==> src/rtl/bpu_resolve_if.sv <==
// Fetch/writeback-side bundle for bpu_resolve.
// Latency: none, wires only.
// Backpressure: pq_ready travels back toward fetch; writeback has no stall.
interface bpu_resolve_if #(
  parameter int XLEN = 32
) ();
  // fetch push side
  logic            pq_flush;
  logic            fch_valid_r;
  logic [XLEN-1:0] fch_pc_r;
  logic            bc_hit;
  logic [2:0]      bc_pred_type;
  logic [XLEN-1:0] bc_pred_target;
  logic            pq_ready;
  // writeback pop side
  logic            wrb_valid;
  logic [XLEN-1:0] wrb_pc;
  logic [2:0]      wrb_branch_type;
  logic            wrb_taken;
  logic [XLEN-1:0] wrb_target;
  // update stream, redirect, status
  logic            wrb_update_bpu;
  logic [XLEN-1:0] wrb_upd_pc;
  logic            wrb_mispred_typ;
  logic            wrb_mispred_tgt;
  logic [2:0]      wrb_upd_type;
  logic [XLEN-1:0] wrb_upd_target;
  logic            redirect;
  logic [XLEN-1:0] redirect_pc;
  logic            pq_underflow;

  modport master (
    output pq_flush, fch_valid_r, fch_pc_r, bc_hit, bc_pred_type, bc_pred_target,
           wrb_valid, wrb_pc, wrb_branch_type, wrb_taken, wrb_target,
    input  pq_ready, wrb_update_bpu, wrb_upd_pc, wrb_mispred_typ, wrb_mispred_tgt,
           wrb_upd_type, wrb_upd_target, redirect, redirect_pc, pq_underflow
  );

  modport slave (
    input  pq_flush, fch_valid_r, fch_pc_r, bc_hit, bc_pred_type, bc_pred_target,
           wrb_valid, wrb_pc, wrb_branch_type, wrb_taken, wrb_target,
    output pq_ready, wrb_update_bpu, wrb_upd_pc, wrb_mispred_typ, wrb_mispred_tgt,
           wrb_upd_type, wrb_upd_target, redirect, redirect_pc, pq_underflow
  );
endinterface

==> src/rtl/bpu_resolve.sv <==
// In-order prediction queue between fetch and writeback; resolves each retiring instruction against its fetch-time prediction.
// Latency: update stream and redirect are registered, valid the cycle after the pop.
// Backpressure: pq_ready drops when the queue is full (from registered count only); pushes while full are dropped.
module bpu_resolve #(
  parameter int PQ_SIZE = 2,
  parameter int XLEN    = 32
) (
  input logic          clk,
  input logic          reset_n,
  bpu_resolve_if.slave bus
);
  localparam logic [PQ_SIZE:0] FULL_CNT   = {1'b1, {PQ_SIZE{1'b0}}};
  localparam logic [XLEN-1:0]  INSN_BYTES = XLEN'(4);

  typedef struct packed {
    logic [XLEN-1:0] pc;
    logic            hit;
    logic [2:0]      typ;
    logic [XLEN-1:0] tgt;
  } pq_entry_t;

  pq_entry_t          mem_q [1<<PQ_SIZE];
  logic [PQ_SIZE-1:0] wr_ptr_q, wr_ptr_d, rd_ptr_q, rd_ptr_d;
  logic [PQ_SIZE:0]   cnt_q, cnt_d;

  logic               upd_q, upd_d;
  logic               mis_typ_q, mis_typ_d;
  logic               mis_tgt_q, mis_tgt_d;
  logic               redirect_q, redirect_d;
  logic               unf_q, unf_d;
  logic [XLEN-1:0]    upd_pc_q, upd_pc_d;
  logic [2:0]         upd_type_q, upd_type_d;
  logic [XLEN-1:0]    upd_target_q, upd_target_d;
  logic [XLEN-1:0]    redirect_pc_q, redirect_pc_d;

  logic               push, pop;
  pq_entry_t          head;
  logic [2:0]         eff_type;
  logic [XLEN-1:0]    pred_next, act_next;

  assign bus.pq_ready        = (cnt_q != FULL_CNT);
  assign bus.wrb_update_bpu  = upd_q;
  assign bus.wrb_upd_pc      = upd_pc_q;
  assign bus.wrb_mispred_typ = mis_typ_q;
  assign bus.wrb_mispred_tgt = mis_tgt_q;
  assign bus.wrb_upd_type    = upd_type_q;
  assign bus.wrb_upd_target  = upd_target_q;
  assign bus.redirect        = redirect_q;
  assign bus.redirect_pc     = redirect_pc_q;
  assign bus.pq_underflow    = unf_q;

  // Queue control, resolution of the head entry, and next values of the update registers.
  always_comb begin
    push      = bus.fch_valid_r & bus.pq_ready & ~bus.pq_flush;
    // no bypass: a push into an empty queue is not visible to a same-cycle pop
    pop       = bus.wrb_valid & (cnt_q != '0) & ~bus.pq_flush;
    head      = mem_q[rd_ptr_q];
    eff_type  = head.hit ? head.typ : 3'd0;
    pred_next = (head.hit & (head.typ != 3'd0)) ? head.tgt : head.pc + INSN_BYTES;
    act_next  = bus.wrb_taken ? bus.wrb_target : bus.wrb_pc + INSN_BYTES;

    wr_ptr_d = wr_ptr_q;
    rd_ptr_d = rd_ptr_q;
    cnt_d    = cnt_q;
    if (bus.pq_flush) begin
      wr_ptr_d = '0;
      rd_ptr_d = '0;
      cnt_d    = '0;
    end else begin
      if (push) wr_ptr_d = wr_ptr_q + 1'b1;
      if (pop)  rd_ptr_d = rd_ptr_q + 1'b1;
      if (push & ~pop)      cnt_d = cnt_q + 1'b1;
      else if (pop & ~push) cnt_d = cnt_q - 1'b1;
    end

    // sticky: retire with nothing queued, or retire whose PC does not match the head
    unf_d = unf_q
          | (~bus.pq_flush & bus.wrb_valid & (cnt_q == '0))
          | (pop & (head.pc != bus.wrb_pc));

    upd_d         = 1'b0;
    mis_typ_d     = 1'b0;
    mis_tgt_d     = 1'b0;
    redirect_d    = 1'b0;
    upd_pc_d      = upd_pc_q;
    upd_type_d    = upd_type_q;
    upd_target_d  = upd_target_q;
    redirect_pc_d = redirect_pc_q;
    if (bus.pq_flush) begin
      upd_pc_d      = '0;
      upd_type_d    = '0;
      upd_target_d  = '0;
      redirect_pc_d = '0;
    end else if (pop) begin
      upd_d         = 1'b1;
      mis_typ_d     = (eff_type != bus.wrb_branch_type);
      mis_tgt_d     = (bus.wrb_branch_type != 3'd0) & bus.wrb_taken
                    & (~head.hit | (head.tgt != bus.wrb_target));
      redirect_d    = (pred_next != act_next);
      upd_pc_d      = bus.wrb_pc;
      upd_type_d    = bus.wrb_branch_type;
      upd_target_d  = bus.wrb_target;
      redirect_pc_d = act_next;
    end
  end

  // Prediction storage; contents are don't-care while the queue is empty, so no reset.
  always_ff @(posedge clk) begin
    if (push) mem_q[wr_ptr_q] <= '{pc: bus.fch_pc_r, hit: bus.bc_hit,
                                   typ: bus.bc_pred_type, tgt: bus.bc_pred_target};
  end

  // Pointers, count, sticky status and the registered update/redirect outputs.
  always_ff @(posedge clk or negedge reset_n) begin
    if (!reset_n) begin
      wr_ptr_q      <= '0;
      rd_ptr_q      <= '0;
      cnt_q         <= '0;
      unf_q         <= 1'b0;
      upd_q         <= 1'b0;
      mis_typ_q     <= 1'b0;
      mis_tgt_q     <= 1'b0;
      redirect_q    <= 1'b0;
      upd_pc_q      <= '0;
      upd_type_q    <= '0;
      upd_target_q  <= '0;
      redirect_pc_q <= '0;
    end else begin
      wr_ptr_q      <= wr_ptr_d;
      rd_ptr_q      <= rd_ptr_d;
      cnt_q         <= cnt_d;
      unf_q         <= unf_d;
      upd_q         <= upd_d;
      mis_typ_q     <= mis_typ_d;
      mis_tgt_q     <= mis_tgt_d;
      redirect_q    <= redirect_d;
      upd_pc_q      <= upd_pc_d;
      upd_type_q    <= upd_type_d;
      upd_target_q  <= upd_target_d;
      redirect_pc_q <= redirect_pc_d;
    end
  end
endmodule

==> src/flat_wrapper.sv <==
// flat-port wrapper written by rule: the top's interface ports become plain ports
module bpu_resolve_flat 
#(
  parameter int PQ_SIZE = 2,
  parameter int XLEN    = 32
)
  (clk, reset_n, bus_pq_flush, bus_fch_valid_r, bus_fch_pc_r, bus_bc_hit, bus_bc_pred_type, bus_bc_pred_target, bus_wrb_valid, bus_wrb_pc, bus_wrb_branch_type, bus_wrb_taken, bus_wrb_target, bus_pq_ready, bus_wrb_update_bpu, bus_wrb_upd_pc, bus_wrb_mispred_typ, bus_wrb_mispred_tgt, bus_wrb_upd_type, bus_wrb_upd_target, bus_redirect, bus_redirect_pc, bus_pq_underflow);
  bpu_resolve_if #(.XLEN(XLEN)) bus_i ();
  input logic clk;
  input logic reset_n;
  input wire logic [$bits(bus_i.pq_flush)-1:0] bus_pq_flush;
  input wire logic [$bits(bus_i.fch_valid_r)-1:0] bus_fch_valid_r;
  input wire logic [$bits(bus_i.fch_pc_r)-1:0] bus_fch_pc_r;
  input wire logic [$bits(bus_i.bc_hit)-1:0] bus_bc_hit;
  input wire logic [$bits(bus_i.bc_pred_type)-1:0] bus_bc_pred_type;
  input wire logic [$bits(bus_i.bc_pred_target)-1:0] bus_bc_pred_target;
  input wire logic [$bits(bus_i.wrb_valid)-1:0] bus_wrb_valid;
  input wire logic [$bits(bus_i.wrb_pc)-1:0] bus_wrb_pc;
  input wire logic [$bits(bus_i.wrb_branch_type)-1:0] bus_wrb_branch_type;
  input wire logic [$bits(bus_i.wrb_taken)-1:0] bus_wrb_taken;
  input wire logic [$bits(bus_i.wrb_target)-1:0] bus_wrb_target;
  output wire logic [$bits(bus_i.pq_ready)-1:0] bus_pq_ready;
  output wire logic [$bits(bus_i.wrb_update_bpu)-1:0] bus_wrb_update_bpu;
  output wire logic [$bits(bus_i.wrb_upd_pc)-1:0] bus_wrb_upd_pc;
  output wire logic [$bits(bus_i.wrb_mispred_typ)-1:0] bus_wrb_mispred_typ;
  output wire logic [$bits(bus_i.wrb_mispred_tgt)-1:0] bus_wrb_mispred_tgt;
  output wire logic [$bits(bus_i.wrb_upd_type)-1:0] bus_wrb_upd_type;
  output wire logic [$bits(bus_i.wrb_upd_target)-1:0] bus_wrb_upd_target;
  output wire logic [$bits(bus_i.redirect)-1:0] bus_redirect;
  output wire logic [$bits(bus_i.redirect_pc)-1:0] bus_redirect_pc;
  output wire logic [$bits(bus_i.pq_underflow)-1:0] bus_pq_underflow;
  assign bus_i.pq_flush = bus_pq_flush;
  assign bus_i.fch_valid_r = bus_fch_valid_r;
  assign bus_i.fch_pc_r = bus_fch_pc_r;
  assign bus_i.bc_hit = bus_bc_hit;
  assign bus_i.bc_pred_type = bus_bc_pred_type;
  assign bus_i.bc_pred_target = bus_bc_pred_target;
  assign bus_i.wrb_valid = bus_wrb_valid;
  assign bus_i.wrb_pc = bus_wrb_pc;
  assign bus_i.wrb_branch_type = bus_wrb_branch_type;
  assign bus_i.wrb_taken = bus_wrb_taken;
  assign bus_i.wrb_target = bus_wrb_target;
  assign bus_pq_ready = bus_i.pq_ready;
  assign bus_wrb_update_bpu = bus_i.wrb_update_bpu;
  assign bus_wrb_upd_pc = bus_i.wrb_upd_pc;
  assign bus_wrb_mispred_typ = bus_i.wrb_mispred_typ;
  assign bus_wrb_mispred_tgt = bus_i.wrb_mispred_tgt;
  assign bus_wrb_upd_type = bus_i.wrb_upd_type;
  assign bus_wrb_upd_target = bus_i.wrb_upd_target;
  assign bus_redirect = bus_i.redirect;
  assign bus_redirect_pc = bus_i.redirect_pc;
  assign bus_pq_underflow = bus_i.pq_underflow;
  bpu_resolve #(.PQ_SIZE(PQ_SIZE), .XLEN(XLEN)) u_core (.clk(clk), .reset_n(reset_n), .bus(bus_i));
endmodule
==> config.mk <==
export PLATFORM = sky130hd
export DESIGN_NAME = bpu_resolve_flat
export DESIGN_NICKNAME = d
export VERILOG_FILES = /design/src/rtl/bpu_resolve_if.sv /design/src/rtl/bpu_resolve.sv /design/src/flat_wrapper.sv
export SDC_FILE = /design/constraint.sdc
export NUM_CORES = 1
export LEC_CHECK = 0
export BUFFER_PORTS_ARGS = -buffer_cell sky130_fd_sc_hd__clkbuf_2
export CELL_PAD_IN_SITES_DETAIL_PLACEMENT = 1
export CELL_PAD_IN_SITES_GLOBAL_PLACEMENT = 2
export CORE_AREA = 4 4 208 210
export DETAILED_ROUTE_END_ITERATION = 7
export DIE_AREA = 0 0 212 214
export HOLD_SLACK_MARGIN = 0.1
export PLACE_DENSITY = 0.93
export SYNTH_ARGS = -nofsm -noshare
export SYNTH_HDL_FRONTEND = slang
export SYNTH_SLANG_ARGS = --single-unit
export TNS_END_PERCENT = 10
==> constraint.sdc <==
create_clock -name clk -period 6.85 [get_ports clk]
set_input_delay 0 -clock clk [delete_from_list [all_inputs] [get_ports clk]]
set_output_delay 0 -clock clk [all_outputs]
set_load 0.03 [all_outputs]
**Word level (Yosys, flattened, before mapping)**

Memories as Yosys holds them, arrays and structs flattened.
Cells that the tools add are included.
W data, S select, Z words.

- Flip-flop bits (word level): 111
- Memory bits (writable): 272
- Logic and storage cells: 78
- Memories: 1

- Add/subtract/negate cells: 6
- Equal/unequal tests: 5
- Muxes and demuxes: 28
- Bitwise gates (word level): 19
- Reductions and logical operators: 7

Memory list:

| memory | words | bits a word | read ports | clocked after Yosys merged registers in | write ports | RTL line | source |
|---|---|---|---|---|---|---|---|
| u_core.mem_q | 4 | 68 | 1 | 0 | 1 | bpu_resolve.sv:22 | `pq_entry_t mem_q [1<<PQ_SIZE];` |

Operator list:

| kind | number |
|---|---|
| $mux W32 | 8 |
| $ne A32 B32 Y1 | 3 |
| $add A32 B3 Y32 const B | 2 |
| $mux W3 | 6 |
| $and A1 B1 Y1 | 12 |
| $reduce_bool A3 Y1 | 4 |
| $mux W1 | 10 |
| $mux W2 | 4 |
| $add A2 B1 Y2 const B | 2 |
| $not A1 Y1 | 4 |
| $reduce_bool A2 Y1 | 2 |
| $add A3 B1 Y3 const B | 1 |
| $logic_not A3 Y1 | 1 |
| $ne A3 B3 Y1 | 1 |
| $ne A3 B3 Y1 const B | 1 |
| $or A1 B1 Y1 | 3 |
| $sub A3 B1 Y3 const B | 1 |

**Logic depth before layout (Yosys ltp)**

- Depth after elaboration: 8
- Depth in mapped cells: 15
- Depth with buffers taken out: 11

**Worst setup path before layout**

OpenSTA, ideal clock, no wires.

- Path type: register -> register
- Start point: register u_core.cnt_q[0]
- End point: memory u_core.mem_q[0][0] (netlist name) (enable)
- Library setup time: 0.434 ns
- Arrival time: 2.772 ns
- Path slack: 3.644 ns
- Stages on the path, launching flop included: 6
- Path buffers: 0
- Cell sequence: dfrtp_1 inv_1 nand3_1 nand2_1 nor2_1 and2_1

- Cells in the longest elaborated chain, start to end: 5

RTL lines:

| what | RTL line | source |
|---|---|---|
| start: declaration | bpu_resolve.sv:24 | `logic [PQ_SIZE:0] cnt_q, cnt_d;` |
| start signal: assignment | bpu_resolve.sv:131 | `cnt_q <= cnt_d;` |
| $ne A3 B3 Y1 | bpu_resolve.sv:41 | `assign bus.pq_ready = (cnt_q != FULL_CNT);` |
| named net bus_pq_ready | flat_wrapper.sv:22 | `output wire logic [$bits(bus_i.pq_ready)-1:0] bus_pq_ready;` |
| $and A1 B1 Y1 (2 in series) | bpu_resolve.sv:54 | `push = bus.fch_valid_r & bus.pq_ready & ~bus.pq_flush;` |
| $mux W1 | bpu_resolve.sv:109 | `if (push) mem_q[wr_ptr_q] <= '{pc: bus.fch_pc_r, hit: bus.bc_hit,` |
| $mux W1 (implied by the code) | bpu_resolve.sv:109 |  |
| end: declaration | bpu_resolve.sv:22 |  |

The timed path passes the listed nets, and every way through them passes these cells.

**Worst setup path after layout**

- Start point: register u_core.rd_ptr_q[1]
- End point: register u_core.redirect_q (netlist: u_core.bus.redirect)

- Cells in the longest elaborated chain, start to end: 7
- Elaborated cells on any way between the ends: 8

RTL lines:

| what | RTL line | source |
|---|---|---|
| start: declaration | bpu_resolve.sv:23 | `logic [PQ_SIZE-1:0] wr_ptr_q, wr_ptr_d, rd_ptr_q, rd_ptr_d;` |
| start signal: assignment | bpu_resolve.sv:130 | `rd_ptr_q <= rd_ptr_d;` |
| $mem_v2 Z4 W68 * | -- |  |
| branches (longest 2 deep; another with $add A32 B3 Y32) | -- |  |
| $mux W32 * | bpu_resolve.sv:59 | `pred_next = (head.hit & (head.typ != 3'd0)) ? head.tgt : head.pc + INSN_BYTES;` |
| $ne A32 B32 Y1 * | bpu_resolve.sv:99 | `redirect_d = (pred_next != act_next);` |
| $mux W1 * | bpu_resolve.sv:94 | `end else if (pop) begin` |
| $mux W1 * | bpu_resolve.sv:89 | `if (bus.pq_flush) begin` |
| named net u_core.redirect_d | bpu_resolve.sv:29 | `logic redirect_q, redirect_d;` |
| end signal: assignment | bpu_resolve.sv:136 | `redirect_q <= redirect_d;` |
| end: declaration | bpu_resolve.sv:29 |  |

Mark *: on every way through the listed nets, which the timed path passes.
A chain may end at the register's enable or synchronous reset.

==> run summary <==
The run finished with clean final reports. Entering global routing, the biggest net connects 70 pins. Setup repair after global routing left no endpoint under its margin.

The biggest area contributor in the post-synthesis netlist is edfxtp_1. In this run the count of I/O pins placed on the die edge is 246. The logs give 0 for the final hold violation count and 1879 for the number of nets in the layout. The class of the tightest hold or removal check is input pin to flop. The via count of the first global-routing pass was 14224. Across all layers, the routed design uses 13313 vias.

The tools report the aggregate negative setup slack as 0 ps. The cell count after synthesis came out at 1326. Yosys printed 0 warnings. The tools report the number of search-and-repair iterations in the first detailed-routing pass as 5.

The tree is rooted in a clkbuf_16. The row count is 75. The maximum level of the CTS H-tree was 2.

The maximum operating frequency is 232 MHz. After clock tree synthesis, the clock-pin slew on the worst setup and hold paths is 70 ps. The global-route total usage across every layer was 27.7%. The standby leakage power came out at 8.37 nW. In this design, the critical path's most frequently occurring cell is nand4_1. Dividing total power by cell area gives a power density of 340 mW/mm^2. The tools report the total power of the final layout as 7.59 mW. Yosys instantiated no cell more often than edfxtp_1. Yosys mapped the design onto 72 distinct sky130hd cell types.

Ranked by instance count, the synthesized netlist is headed by 272 x edfxtp_1, 205 x nand2_1, 112 x a21oi_1. The minimum hold slack is 216 ps. Grouping stages by cell kind, the critical path spends the most delay in compound AO/OA/AOI/OAI gates.

The x dimension of the die works out to 212 um. The number of synthesized flops with an enable pin works out to 272. The most frequently used flop master after synthesis is edfxtp_1.

After legalization and detailed placement, the total HPWL measured 42.1 mm. The count of buffer and inverter cells on the critical path is 1. The clock passes through at most 3 buffers. The arrival time of data at the critical path endpoint came out at 4700 ps.

The run gives 42.4% as the starting density of the core. The worst setup path is captured at a flop. The tools report the detailed router's first-iteration violation count as 1282.

For the pin with the worst max-slew slack, the measured transition is 1330 ps. The clock insertion delay at the later pin of the skew report is 560 ps. The tools report the sum of routed wire length over all layers as 63.4 mm.

The critical path class is flop to flop. Counting every net in the synthesized netlist gives 1474. The number of buffers inserted by port buffering works out to 245. In this run the remaining antenna-violating nets after routing total 0. Dividing the detail-routed via count by the number of cells gives 5.78. Compared with the post-synthesis result, the final layout area differs by 26.9%. The global-route congestion overflow total was 0; the sink count of the clock tree was 383.

In this run, CTS created clock tree buffers numbering 41. The share of the yosys chip area belonging to registers was 62.2%. The initial antenna violation count is 4, and the relative slew slack is 10.8%.

In the post-synthesis netlist, the biggest area contributors are edfxtp_1 46%, dfrtp_1 16%, mux4_2 8.1%, xnor2_1 4.8%, nand2_1 4.4%. Each instance of the synthesized netlist takes up on average 13.3 um^2. The floorplan die area came out at 0.0454 mm^2. In this run the worst path has a maximum fanout of 35. In the routed design, unresolved DRC markers number 0. Total of endpoints with negative setup slack in the final report: 0. In this design, the stage delay of the slowest critical-path cell is 950 ps. The average detailed-routed wire length per instance came out at 27.5 um. The logs give 4261 for the number of fill cells in the layout and 0.937 for the weighted congestion at the end of routability-driven global placement. In this run the standard cell core region covers 0.0416 mm^2. At the end of the flow the core is filled with cells to 53.8%.

The slowest library cell on the worst path was dfrtp_2. The synthesized design devotes to its leading area cell type 46.4% of total area. The clock arrives with 28.2 ps of skew. The tool flagged a number of max-cap violations equal to 0. Fraction of layout cells with a size suffix above 1: 22.7%.

TritonCTS built the clock tree. The wire length of the first global-routing pass came out at 94.1 mm. The critical path goes through buf_4 -> mux4_2 -> o21ai_4 -> mux2i_1 -> xnor2_1 -> nand4_1 -> a211oi_2 -> nand4_1 -> nor4_1 -> a311oi_1.

In the synthesized netlist the async set-or-reset flop fraction comes to 29.0%. IR analysis of the VDD net gives a maximum drop of 162 uV. The startpoint kind of the worst setup timing path is a flop.

After layout, the worst path uses 62.8% of the clock period. The tools report the final count of pins violating max slew as 0. Cell area after technology mapping: 0.0176 mm^2.

The worst endpoint required time was 7250 ps. The die extent in y was 214 um. For the finished layout, the period the worst path requires is 4300 ps.

Number of register bits inferred by synthesis: 383.
-- sequential cells by signal, indices dropped and copies added, names as in the netlist --
name and cells:
u_core.cnt_q 3, u_core.bus.wrb_mispred_typ 1, u_core.bus.wrb_upd_target 32, u_core.bus.wrb_mispred_tgt 1, u_core.mem_q 272, u_core.bus.wrb_upd_pc 32, u_core.bus.redirect_pc 32, u_core.bus.pq_underflow 1
u_core.rd_ptr_q 2, u_core.bus.wrb_update_bpu 1, u_core.bus.redirect 1, u_core.bus.wrb_upd_type 3, u_core.wr_ptr_q 2
-- per-layer routing --
| layer | vias up | routed length (um) | global-route usage [%] |
|---|---|---|---|
| met3 | 204 | 4130 | 4.99 |
| li1 | 5707 | - | - |
| met4 | 2 | 3630 | 13.2 |
| met2 | 614 | 30600 | 45.3 |
| met1 | 6786 | 25000 | 35.9 |
| met5 | - | 12 | 0 |
-- worst reg2reg max path, delay by kind of cell (launching register included) --
kind | cells | cell delay (ps)
AOI/OAI and AO/OA | 3 | 1040
DFF | 1 | 950
muxes | 2 | 830
buffers and inverters | 1 | 630
and+or+nand+nor | 3 | 560
xor gates and xnor gates | 1 | 160
-- path summary, 6_finish.rpt --
kind / startpoint / endpoint / slack (ps) / depth (start not counted)
max: u_core.rd_ptr_q[1] / u_core.bus.redirect / 2550 / 10
min: bus_bc_pred_target[12] / u_core.mem_q[3][12] / 220 / 2
max reg2reg: u_core.rd_ptr_q[1] / u_core.bus.redirect / 2550 / 10
min reg2reg: u_core.bus.wrb_upd_pc[31] / u_core.bus.wrb_upd_pc[31] / 520 / 2
max in group asynchronous: reset_n / u_core.bus.redirect_pc[5] / 5400 / 4
min in group asynchronous: reset_n / u_core.bus.wrb_upd_pc[6] / 570 / 4
-- cell type report --
cell class	instances	area (um^2)	area share [%]
inverters	14	52.6	0.235
repair buffers	440	3170	14.2
flip-flops and latches	383	11000	49.0
clock buffers	52	1110	4.96
well taps	539	674	3.02
multi-input cells	851	6250	28.0
clock inverters	20	139	0.621
diodes	3	7.51	0.0336
-- timing repair --
item                       CTS  global route
hold buffers               182             0
resized for setup            0             0
buffers inserted             0             0
setup endpoints to repair    0             0
hold endpoints to repair   404             0
-- metrics by stage --
stage | instance area (um^2) | worst slack [ps] | instances
floorplan | 17600 | 3640 | 1326
global placement | 19300 | 2660 | 2045
detailed placement | 19300 | 2600 | 2045
CTS | 22300 | 2610 | 2299
global route | 22300 | 2300 | 2301
finish | 22300 | 2550 | 2302
-- cells by family after synthesis --
logic type,Yosys count,synth area share [%]
buf+inv,92,2.47
xor+xnor,161,8.09
fa+ha+maj,7,0.540
compound gates,182,6.11
simple gates,416,10.9
mux,85,9.78
flops,383,62.2
-- cell usage in the layout, fill, tap and decap left out, types with 3 or more instances in the layout --
master         instances
a211oi_1               9
a21oi_1              112
a31oi_1                4
and2_2                 4
and3_1                12
and4_1                 7
buf_4                 15
clkbuf_1               8
clkbuf_16             42
clkbuf_2             243
clkinv_1               7
clkinv_2               6
dfrtp_1              109
diode_2                3
dlygate4sd3_1        181
edfxtp_1             272
ha_1                   6
inv_1                 14
mux2i_1               16
mux4_1                 5
mux4_2                63
nand2_1              205
nand2b_1               4
nand3_1               34
nand3b_1               4
nand4_1               26
nor2_1                65
nor3_1                18
nor4_1                13
o21a_1                 5
o21ai_0               18
o31ai_1                3
or3_1                  9
xnor2_1               96
xor2_1                64
-- where the power goes --
part | internal, mW | total, mW | leakage [nW] | switching [mW]
combinational | 0.947 | 2.58 | 3.79 | 1.63
sequential | 2.73 | 2.91 | 3.97 | 0.181
clock | 1.19 | 2.11 | 0.610 | 0.922
total | 4.86 | 7.59 | 8.37 | 2.73
No activity file was read; power rests on OpenSTA's default activity.
